### src/rtl/output_stream_engine_pkg.sv
// Shared encodings for the output stream engine: traversal modes, FSM states
// and the batch header word layout.
package output_stream_engine_pkg;

   localparam logic MODE_INTERLEAVED = 1'b0;
   localparam logic MODE_SEQUENTIAL  = 1'b1;

   typedef enum logic [2:0] {
      ST_IDLE   = 3'd0,
      ST_HEADER = 3'd1,
      ST_STREAM = 3'd2,
      ST_DRAIN  = 3'd3,
      ST_DONE   = 3'd4
   } state_e;

   // Header word carries the zero-extended batch number in its low bits.
   localparam int HDR_BATCH_LSB = 0;
   localparam int HDR_BATCH_W   = 3;

endpackage

### src/rtl/output_stream_engine_skid_fifo.sv
// Synchronous show-ahead FIFO: head is valid whenever count is non-zero.
// Push on full is accepted only together with a pop; pop on empty is ignored.
module osm_skid_fifo #(
   parameter  int W     = 17,
   parameter  int DEPTH = 4,
   localparam int CW    = $clog2(DEPTH + 1),
   localparam int PW    = (DEPTH > 1) ? $clog2(DEPTH) : 1
) (
   input  logic          clk,
   input  logic          rst,
   input  logic          push_i,
   input  logic [W-1:0]  push_dat_i,
   input  logic          pop_i,
   output logic [W-1:0]  head_dat_o,
   output logic          empty_o,
   output logic [CW-1:0] count_o
);

   logic [W-1:0]  mem_q [DEPTH];
   logic [PW-1:0] wr_ptr_q, rd_ptr_q;
   logic [CW-1:0] count_q;
   logic          do_push, do_pop;

   assign do_pop  = pop_i && (count_q != '0);
   assign do_push = push_i && ((count_q != CW'(DEPTH)) || do_pop);

   always_ff @(posedge clk) begin
      if (do_push) mem_q[wr_ptr_q] <= push_dat_i;
   end

   always_ff @(posedge clk) begin
      if (rst) begin
         wr_ptr_q <= '0;
         rd_ptr_q <= '0;
         count_q  <= '0;
      end else begin
         if (do_push) wr_ptr_q <= (wr_ptr_q == PW'(DEPTH - 1)) ? '0 : wr_ptr_q + PW'(1);
         if (do_pop)  rd_ptr_q <= (rd_ptr_q == PW'(DEPTH - 1)) ? '0 : rd_ptr_q + PW'(1);
         count_q <= count_q + CW'(do_push) - CW'(do_pop);
      end
   end

   assign head_dat_o = mem_q[rd_ptr_q];
   assign empty_o    = (count_q == '0);
   assign count_o    = count_q;

endmodule

### src/rtl/output_stream_engine.sv
// Drains the output BRAM bank over AXI4-Stream after each batch, with optional header word.
// Reads are credit-limited against the skid FIFO so backpressure never drops or stalls a captured word.
module output_stream_engine
   import output_stream_engine_pkg::*;
#(
   parameter  int DW           = 16,
   parameter  int NUM_BRAMS    = 16,
   parameter  int ADDR_WIDTH   = 10,
   parameter  int OUTPUT_DEPTH = 512,
   parameter  int RD_LATENCY   = 1,
   parameter  int FIFO_DEPTH   = 4,
   localparam int NBW          = $clog2(NUM_BRAMS) + 1,
   localparam int LW           = $clog2(NUM_BRAMS),
   localparam int LENW         = ADDR_WIDTH + 1,
   localparam int WSW          = ADDR_WIDTH + $clog2(NUM_BRAMS) + 2,
   localparam int CW           = $clog2(FIFO_DEPTH + 1)
) (
   input  logic                             clk,
   input  logic                             rst,
   input  logic                             start,
   input  logic                             cfg_mode,
   input  logic [NBW-1:0]                   cfg_num_brams,
   input  logic [LENW-1:0]                  cfg_len,
   input  logic                             cfg_header_en,
   input  logic [2:0]                       batch_id,
   output logic                             ext_read_mode,
   output logic [NUM_BRAMS*ADDR_WIDTH-1:0]  ext_read_addr_flat,
   input  logic [NUM_BRAMS*DW-1:0]          bram_read_data_flat,
   output logic [DW-1:0]                    m_axis_tdata,
   output logic                             m_axis_tvalid,
   input  logic                             m_axis_tready,
   output logic                             m_axis_tlast,
   output logic                             busy,
   output logic                             done,
   output logic [WSW-1:0]                   words_sent,
   output logic                             err_start_busy
);

   state_e                state_q;
   logic                  mode_q, empty_frame_q, rd_active_q, err_q;
   logic [NBW-1:0]        nb_q;
   logic [LENW-1:0]       len_q;
   logic [2:0]            batch_q;
   logic [LW-1:0]         lane_q;
   logic [ADDR_WIDTH-1:0] addr_q;
   logic [RD_LATENCY-1:0] pipe_vld_q, pipe_last_q;
   logic [LW-1:0]         pipe_lane_q [RD_LATENCY];
   logic [WSW-1:0]        words_q;

   logic [NBW-1:0]        nb_clamp;
   logic [LENW-1:0]       len_clamp;
   logic                  zero_cfg, last_lane, last_addr, final_rd, issue, credit_ok;
   logic                  cap_vld, cap_last, hdr_push, fifo_push, fifo_empty, beat;
   logic [LW-1:0]         cap_lane;
   logic [DW-1:0]         cap_dat, hdr_dat;
   logic [DW:0]           fifo_push_dat, fifo_head;
   logic [CW-1:0]         fifo_count;
   int                    inflight;

   always_comb begin
      nb_clamp  = (cfg_num_brams > NBW'(NUM_BRAMS)) ? NBW'(NUM_BRAMS) : cfg_num_brams;
      len_clamp = (cfg_len > LENW'(OUTPUT_DEPTH)) ? LENW'(OUTPUT_DEPTH) : cfg_len;
      zero_cfg  = (nb_clamp == '0) || (len_clamp == '0);
      inflight  = 0;
      for (int i = 0; i < RD_LATENCY; i++) inflight += int'(pipe_vld_q[i]);
      // Counting in-flight reads as occupied guarantees every capture finds a free slot.
      credit_ok = (int'(fifo_count) + inflight) < FIFO_DEPTH;
      issue     = (state_q == ST_STREAM) && credit_ok;
      last_lane = ({1'b0, lane_q} == nb_q - NBW'(1));
      last_addr = ({1'b0, addr_q} == len_q - LENW'(1));
      final_rd  = last_lane && last_addr;
      cap_vld   = pipe_vld_q[RD_LATENCY-1];
      cap_last  = pipe_last_q[RD_LATENCY-1];
      cap_lane  = pipe_lane_q[RD_LATENCY-1];
      cap_dat   = bram_read_data_flat[int'(cap_lane)*DW +: DW];
      hdr_dat   = '0;
      hdr_dat[HDR_BATCH_LSB +: HDR_BATCH_W] = batch_q;
      hdr_push  = (state_q == ST_HEADER);
      fifo_push = hdr_push || cap_vld;
      fifo_push_dat = hdr_push ? {empty_frame_q, hdr_dat} : {cap_last, cap_dat};
   end

   osm_skid_fifo #(.W(DW + 1), .DEPTH(FIFO_DEPTH)) u_fifo (
      .clk        (clk),
      .rst        (rst),
      .push_i     (fifo_push),
      .push_dat_i (fifo_push_dat),
      .pop_i      (m_axis_tready),
      .head_dat_o (fifo_head),
      .empty_o    (fifo_empty),
      .count_o    (fifo_count)
   );

   assign beat = !fifo_empty && m_axis_tready;

   always_ff @(posedge clk) begin
      for (int i = RD_LATENCY - 1; i > 0; i--) pipe_lane_q[i] <= pipe_lane_q[i-1];
      pipe_lane_q[0] <= lane_q;
   end

   always_ff @(posedge clk) begin
      if (rst) begin
         state_q       <= ST_IDLE;
         mode_q        <= MODE_INTERLEAVED;
         empty_frame_q <= 1'b0;
         nb_q          <= '0;
         len_q         <= '0;
         batch_q       <= '0;
         lane_q        <= '0;
         addr_q        <= '0;
         pipe_vld_q    <= '0;
         pipe_last_q   <= '0;
         rd_active_q   <= 1'b0;
         err_q         <= 1'b0;
         words_q       <= '0;
      end else begin
         for (int i = RD_LATENCY - 1; i > 0; i--) begin
            pipe_vld_q[i]  <= pipe_vld_q[i-1];
            pipe_last_q[i] <= pipe_last_q[i-1];
         end
         pipe_vld_q[0]  <= issue;
         pipe_last_q[0] <= issue && final_rd;
         if (cap_vld && cap_last) rd_active_q <= 1'b0;
         if (beat) words_q <= words_q + WSW'(1);
         if (start && (state_q != ST_IDLE)) err_q <= 1'b1;
         case (state_q)
            ST_IDLE: if (start) begin
               mode_q        <= cfg_mode;
               nb_q          <= nb_clamp;
               len_q         <= len_clamp;
               batch_q       <= batch_id;
               empty_frame_q <= zero_cfg;
               lane_q        <= '0;
               addr_q        <= '0;
               words_q       <= '0;
               if (cfg_header_en) state_q <= ST_HEADER;
               else if (zero_cfg) state_q <= ST_DRAIN;
               else begin
                  state_q     <= ST_STREAM;
                  rd_active_q <= 1'b1;
               end
            end
            ST_HEADER: begin
               state_q     <= empty_frame_q ? ST_DRAIN : ST_STREAM;
               rd_active_q <= !empty_frame_q;
            end
            ST_STREAM: if (issue) begin
               if (mode_q == MODE_INTERLEAVED) begin
                  if (last_lane) begin
                     lane_q <= '0;
                     addr_q <= addr_q + ADDR_WIDTH'(1);
                  end else lane_q <= lane_q + LW'(1);
               end else begin
                  if (last_addr) begin
                     addr_q <= '0;
                     lane_q <= lane_q + LW'(1);
                  end else addr_q <= addr_q + ADDR_WIDTH'(1);
               end
               if (final_rd) begin
                  state_q <= ST_DRAIN;
                  lane_q  <= '0;
                  addr_q  <= '0;
               end
            end
            ST_DRAIN: if ((pipe_vld_q == '0) && fifo_empty) state_q <= ST_DONE;
            ST_DONE:  state_q <= ST_IDLE;
            default:  state_q <= ST_IDLE;
         endcase
      end
   end

   assign ext_read_mode      = rd_active_q;
   assign ext_read_addr_flat = {NUM_BRAMS{addr_q}};
   assign m_axis_tvalid      = !fifo_empty;
   assign m_axis_tdata       = fifo_empty ? '0 : fifo_head[DW-1:0];
   assign m_axis_tlast       = !fifo_empty && fifo_head[DW];
   assign busy               = (state_q != ST_IDLE);
   assign done               = (state_q == ST_DONE);
   assign words_sent         = words_q;
   assign err_start_busy     = err_q;

endmodule
### config.mk
export PLATFORM = sky130hd
export DESIGN_NAME = output_stream_engine
export DESIGN_NICKNAME = d
export VERILOG_FILES = /design/src/rtl/output_stream_engine_pkg.sv /design/src/rtl/output_stream_engine_skid_fifo.sv /design/src/rtl/output_stream_engine.sv
export SDC_FILE = /design/constraint.sdc
export NUM_CORES = 1
export LEC_CHECK = 0
export CORE_AREA = 2 2 189 191
export CTS_CLUSTER_DIAMETER = 120
export DETAILED_ROUTE_END_ITERATION = 7
export DIE_AREA = 0 0 191 193
export PLACE_DENSITY = 0.57
export SLEW_MARGIN = 20
export SYNTH_ARGS = -nofsm -noshare
export SYNTH_HDL_FRONTEND = slang
export SYNTH_SLANG_ARGS = --single-unit
### constraint.sdc
create_clock -name clk -period 2.9 [get_ports clk]
set_input_delay 0.29 -clock clk [delete_from_list [all_inputs] [get_ports clk]]
set_output_delay 0.29 -clock clk [all_outputs]
set_load 0.01 [all_outputs]
==> results.py <==
metrics = {
    "run_status": {
        "status": "complete, no violations",
    },
    "sta": {
        "maxSlewViolCount": 0,
        "final_hold_viol_count": 0,
        "setup_viol": 0,
        "min_period_ns": 2.66,
        "max_freq_mhz": 376,
        "setup_tns_ns": 0,
        "slew_headroom": 0.347,
        "rsz0062_at_grt": "false",
        "fin_skew_ns": 0.00934,
        "tightest_slew_ns": 0.980,
        "fin_crit_sh": 0.918,
    },
    "clocking": {
        "clk_path_buf_depth": 2,
        "cts-root-buf": "clkbuf_16",
        "htreeDepth": 4,
        "clkTransAtPathRegs_ns": 0.06,
        "cts_post_setup_buffers_inserted": 0,
        "worstSkewPairLatency_ns": 0.42,
        "cts.sinks": 139,
        "postCtsResizedCells": 0,
        "numCtsBuffers": 17,
        "holdBufCountCts": 0,
        "cts_tree": "yes",
    },
    "placed_design": {
        "dpl.hpwl_mm": 24.6,
        "gp_congestion": 0.808,
        "io_buffers": 478,
    },
    "power": {
        "seqPwrFrac": 0.341,
        "power_density_nw_per_um2": 496,
        "clkPwrFrac": 0.292,
        "switchingPower_mw": 2.05,
        "leakagePower_nw": 4.78,
        "combPwrFrac": 0.367,
        "switching_share": 0.295,
        "cell_internal_pwr_mw": 4.90,
        "irDropWorstVdd_v": 0.000450,
    },
    "route": {
        "final_antenna_net_count": 0,
        "drc_errors": 0,
        "viasPerCell": 4.55,
        "drt_iter0_drc": 432,
        "drt_pass1_iterations": 4,
        "wl_per_cell_um": 19.3,
        "vias": 7151,
        "drt_wl_total_mm": 30.3,
    },
    "critical_path": {
        "setup.worst_path.start": "nb_q[0]",
        "path_delay_family": "compound AO/OA/AOI/OAI gates",
        "cp-endpoint": "addr_q[4]",
        "cp.required_ns": 3.25,
        "worstPathCellList": "inv_1, ha_1, or2_0, a211oi_2, o2111ai_2, a311oi_4, nand2_4, or3_1, a21oi_2",
        "r2r_end": "addr_q[4]",
        "cp_slowest_cell": "a311oi_4",
        "crit_cells": 9,
        "end_kind": "flip-flop",
        "reg2reg_slack_ns": 0.24,
        "crit_buf_inv": 1,
        "reg2reg_from": "nb_q[0]",
        "worstPathArrival_ns": 3.02,
        "slowest_delay_ns": 0.59,
        "crit_type": "flip-flop to flip-flop",
        "critPathLaunchType": "flip-flop",
        "crit_fanout": 7,
        "reg2regPathDepth": 9,
    },
    "final_layout": {
        "final_nets": 1392,
        "syn2layout_area_growth_pct": 54.7,
        "final_util": 0.401,
        "drive_above_1_share": 0.164,
    },
    "global_routing": {
        "grt_pass1_vias": 6904,
        "grt_start_max_net_pins": 30,
        "grt_pass1_wl_mm": 42.0,
        "overflow": 0,
        "groute.usage.overall": 0.154,
        "antenna_found_initial": 3,
    },
    "synthesis": {
        "yosysSeqAreaShare": 0.382,
        "syn_avg_cell_area_um2": 12.1,
        "syn_inst": 749,
        "async_reset_ff_frac": 0,
        "syn_nets": 1044,
        "syn_area_um2": 9070,
        "ys_ff_latch": 139,
        "synth_cell_types": 60,
        "synth_warnings": 0,
        "synth_edf_count": 68,
        "yosys_most_used_dff": "dfxtp_1",
    },
    "floorplan": {
        "rows": 69,
        "die_x_um": 191,
        "die_h_um": 193,
        "start_util": 0.259,
        "io_pins": 479,
        "die-area_um2": 36900,
        "coreArea_um2": 35000,
    },
    "job": {
        "cap_viol_max_count": 0,
    },
    "worst_hold_path": {
        "hp-class": "flip-flop to flip-flop",
    },
}
kinds of logic (layout without fill, tap and decap cells):
logic type,after synthesis,after routing,share of synthesized area
xor gates and xnor gates,37,37,0.0357
muxes,106,106,0.252
DFF,139,139,0.382
other,0,1,0
adders and majority gates,14,14,0.0201
AOI/OAI and AO/OA,68,68,0.0574
and+or+nand+nor,184,184,0.106
buffers and inverters,201,562,0.147
flip-flops by register name, indices dropped and copies added, names as in the netlist, 2 cells and up, named ones only:
signal           flops
words_sent          16
nb_q                 5
u_fifo.rd_ptr_q      2
addr_q              10
len_q               11
u_fifo.wr_ptr_q      2
lane_q               4
u_fifo.count_o       3
pipe_lane_q          4
u_fifo.mem_q        68
batch_q              3
state_q              3
placed cells by master (no fill, tap or decap), drive strengths merged, types with 14 or more instances in the layout:
cell type      count
dfxtp             71
and2              26
xnor2             14
clkbuf            20
buf               35
inv               20
xor2              23
clkdlybuf4s50    478
o21ai             15
nor2              47
nand2             28
edfxtp            68
mux4              97
nor2b             18
a22o              14
cells in the mapped netlist (15+ instances only):
cell | n | area share
nor2_1 | 47 | 0.019
buf_4 | 150 | 0.12
nand2_1 | 27 | 0.011
inv_1 | 16 | 0.0066
dfxtp_1 | 71 | 0.16
o21ai_0 | 15 | 0.0083
nor2b_1 | 18 | 0.012
mux4_2 | 97 | 0.24
clkbuf_1 | 21 | 0.0087
xor2_1 | 23 | 0.022
and2_1 | 25 | 0.017
edfxtp_1 | 68 | 0.23
power groups by stage:
stage	sequential (mW)	clock [mW]	combinational [mW]
after global placement	2.41	0	2.58
final	2.37	2.03	2.55
after global routing	2.39	2.16	2.74
after detailed placement	2.41	0	2.59
after floorplan	2.38	0	1.37
after CTS	2.37	2.09	2.60
area by class of cell:
| type | instances | area [um2] |
|---|---|---|
| clock inverter | 12 | 118 |
| fill | 3302 | 20900 |
| timing repair buffer | 513 | 5080 |
| antenna | 1 | 2.50 |
| clock buffer | 20 | 437 |
| multi-input combinational | 409 | 4270 |
| tap | 461 | 577 |
| inverter | 17 | 63.8 |
| sequential | 139 | 3470 |
how the worst min path moves through the flow:
stage / slack (ns) / endpoint / depth (start not counted) / startpoint
finish: 0.43 / pipe_lane_q[0][1] / 0 / lane_q[1]
global route: 0.43 / pipe_lane_q[0][1] / 0 / lane_q[1]
CTS: 0.42 / mode_q / 3 / cfg_mode
detailed placement: 0.42 / pipe_lane_q[0][3] / 0 / lane_q[3]
global placement: 0.42 / pipe_lane_q[0][1] / 0 / lane_q[1]
floorplan: 0.35 / pipe_lane_q[0][2] / 0 / lane_q[2]
metrics by stage:
step	setup WS [ns]	std cells	total power [mW]	area (um2)	hold slack (ns)
after floorplan	0.316	749	3.75	9070	0.351
after global placement	0.327	1539	4.98	13500	0.425
after detailed placement	0.251	1539	5.00	13500	0.422
after CTS	0.202	1571	7.06	14000	0.422
after global routing	0.0122	1571	7.29	14000	0.435
final	0.237	1572	6.95	14000	0.433
routing by layer:
| metal | up-vias | global-route usage | wire length [um] |
|---|---|---|---|
| li1 | 3347 | - | - |
| met1 | 3473 | 0.203 | 12700 |
| met2 | 304 | 0.243 | 14500 |
| met3 | 27 | 0.0481 | 2580 |
| met4 | 0 | 0.0480 | 523 |
| met5 | - | 0 | 0 |
No activity file was read; power rests on OpenSTA's default activity.
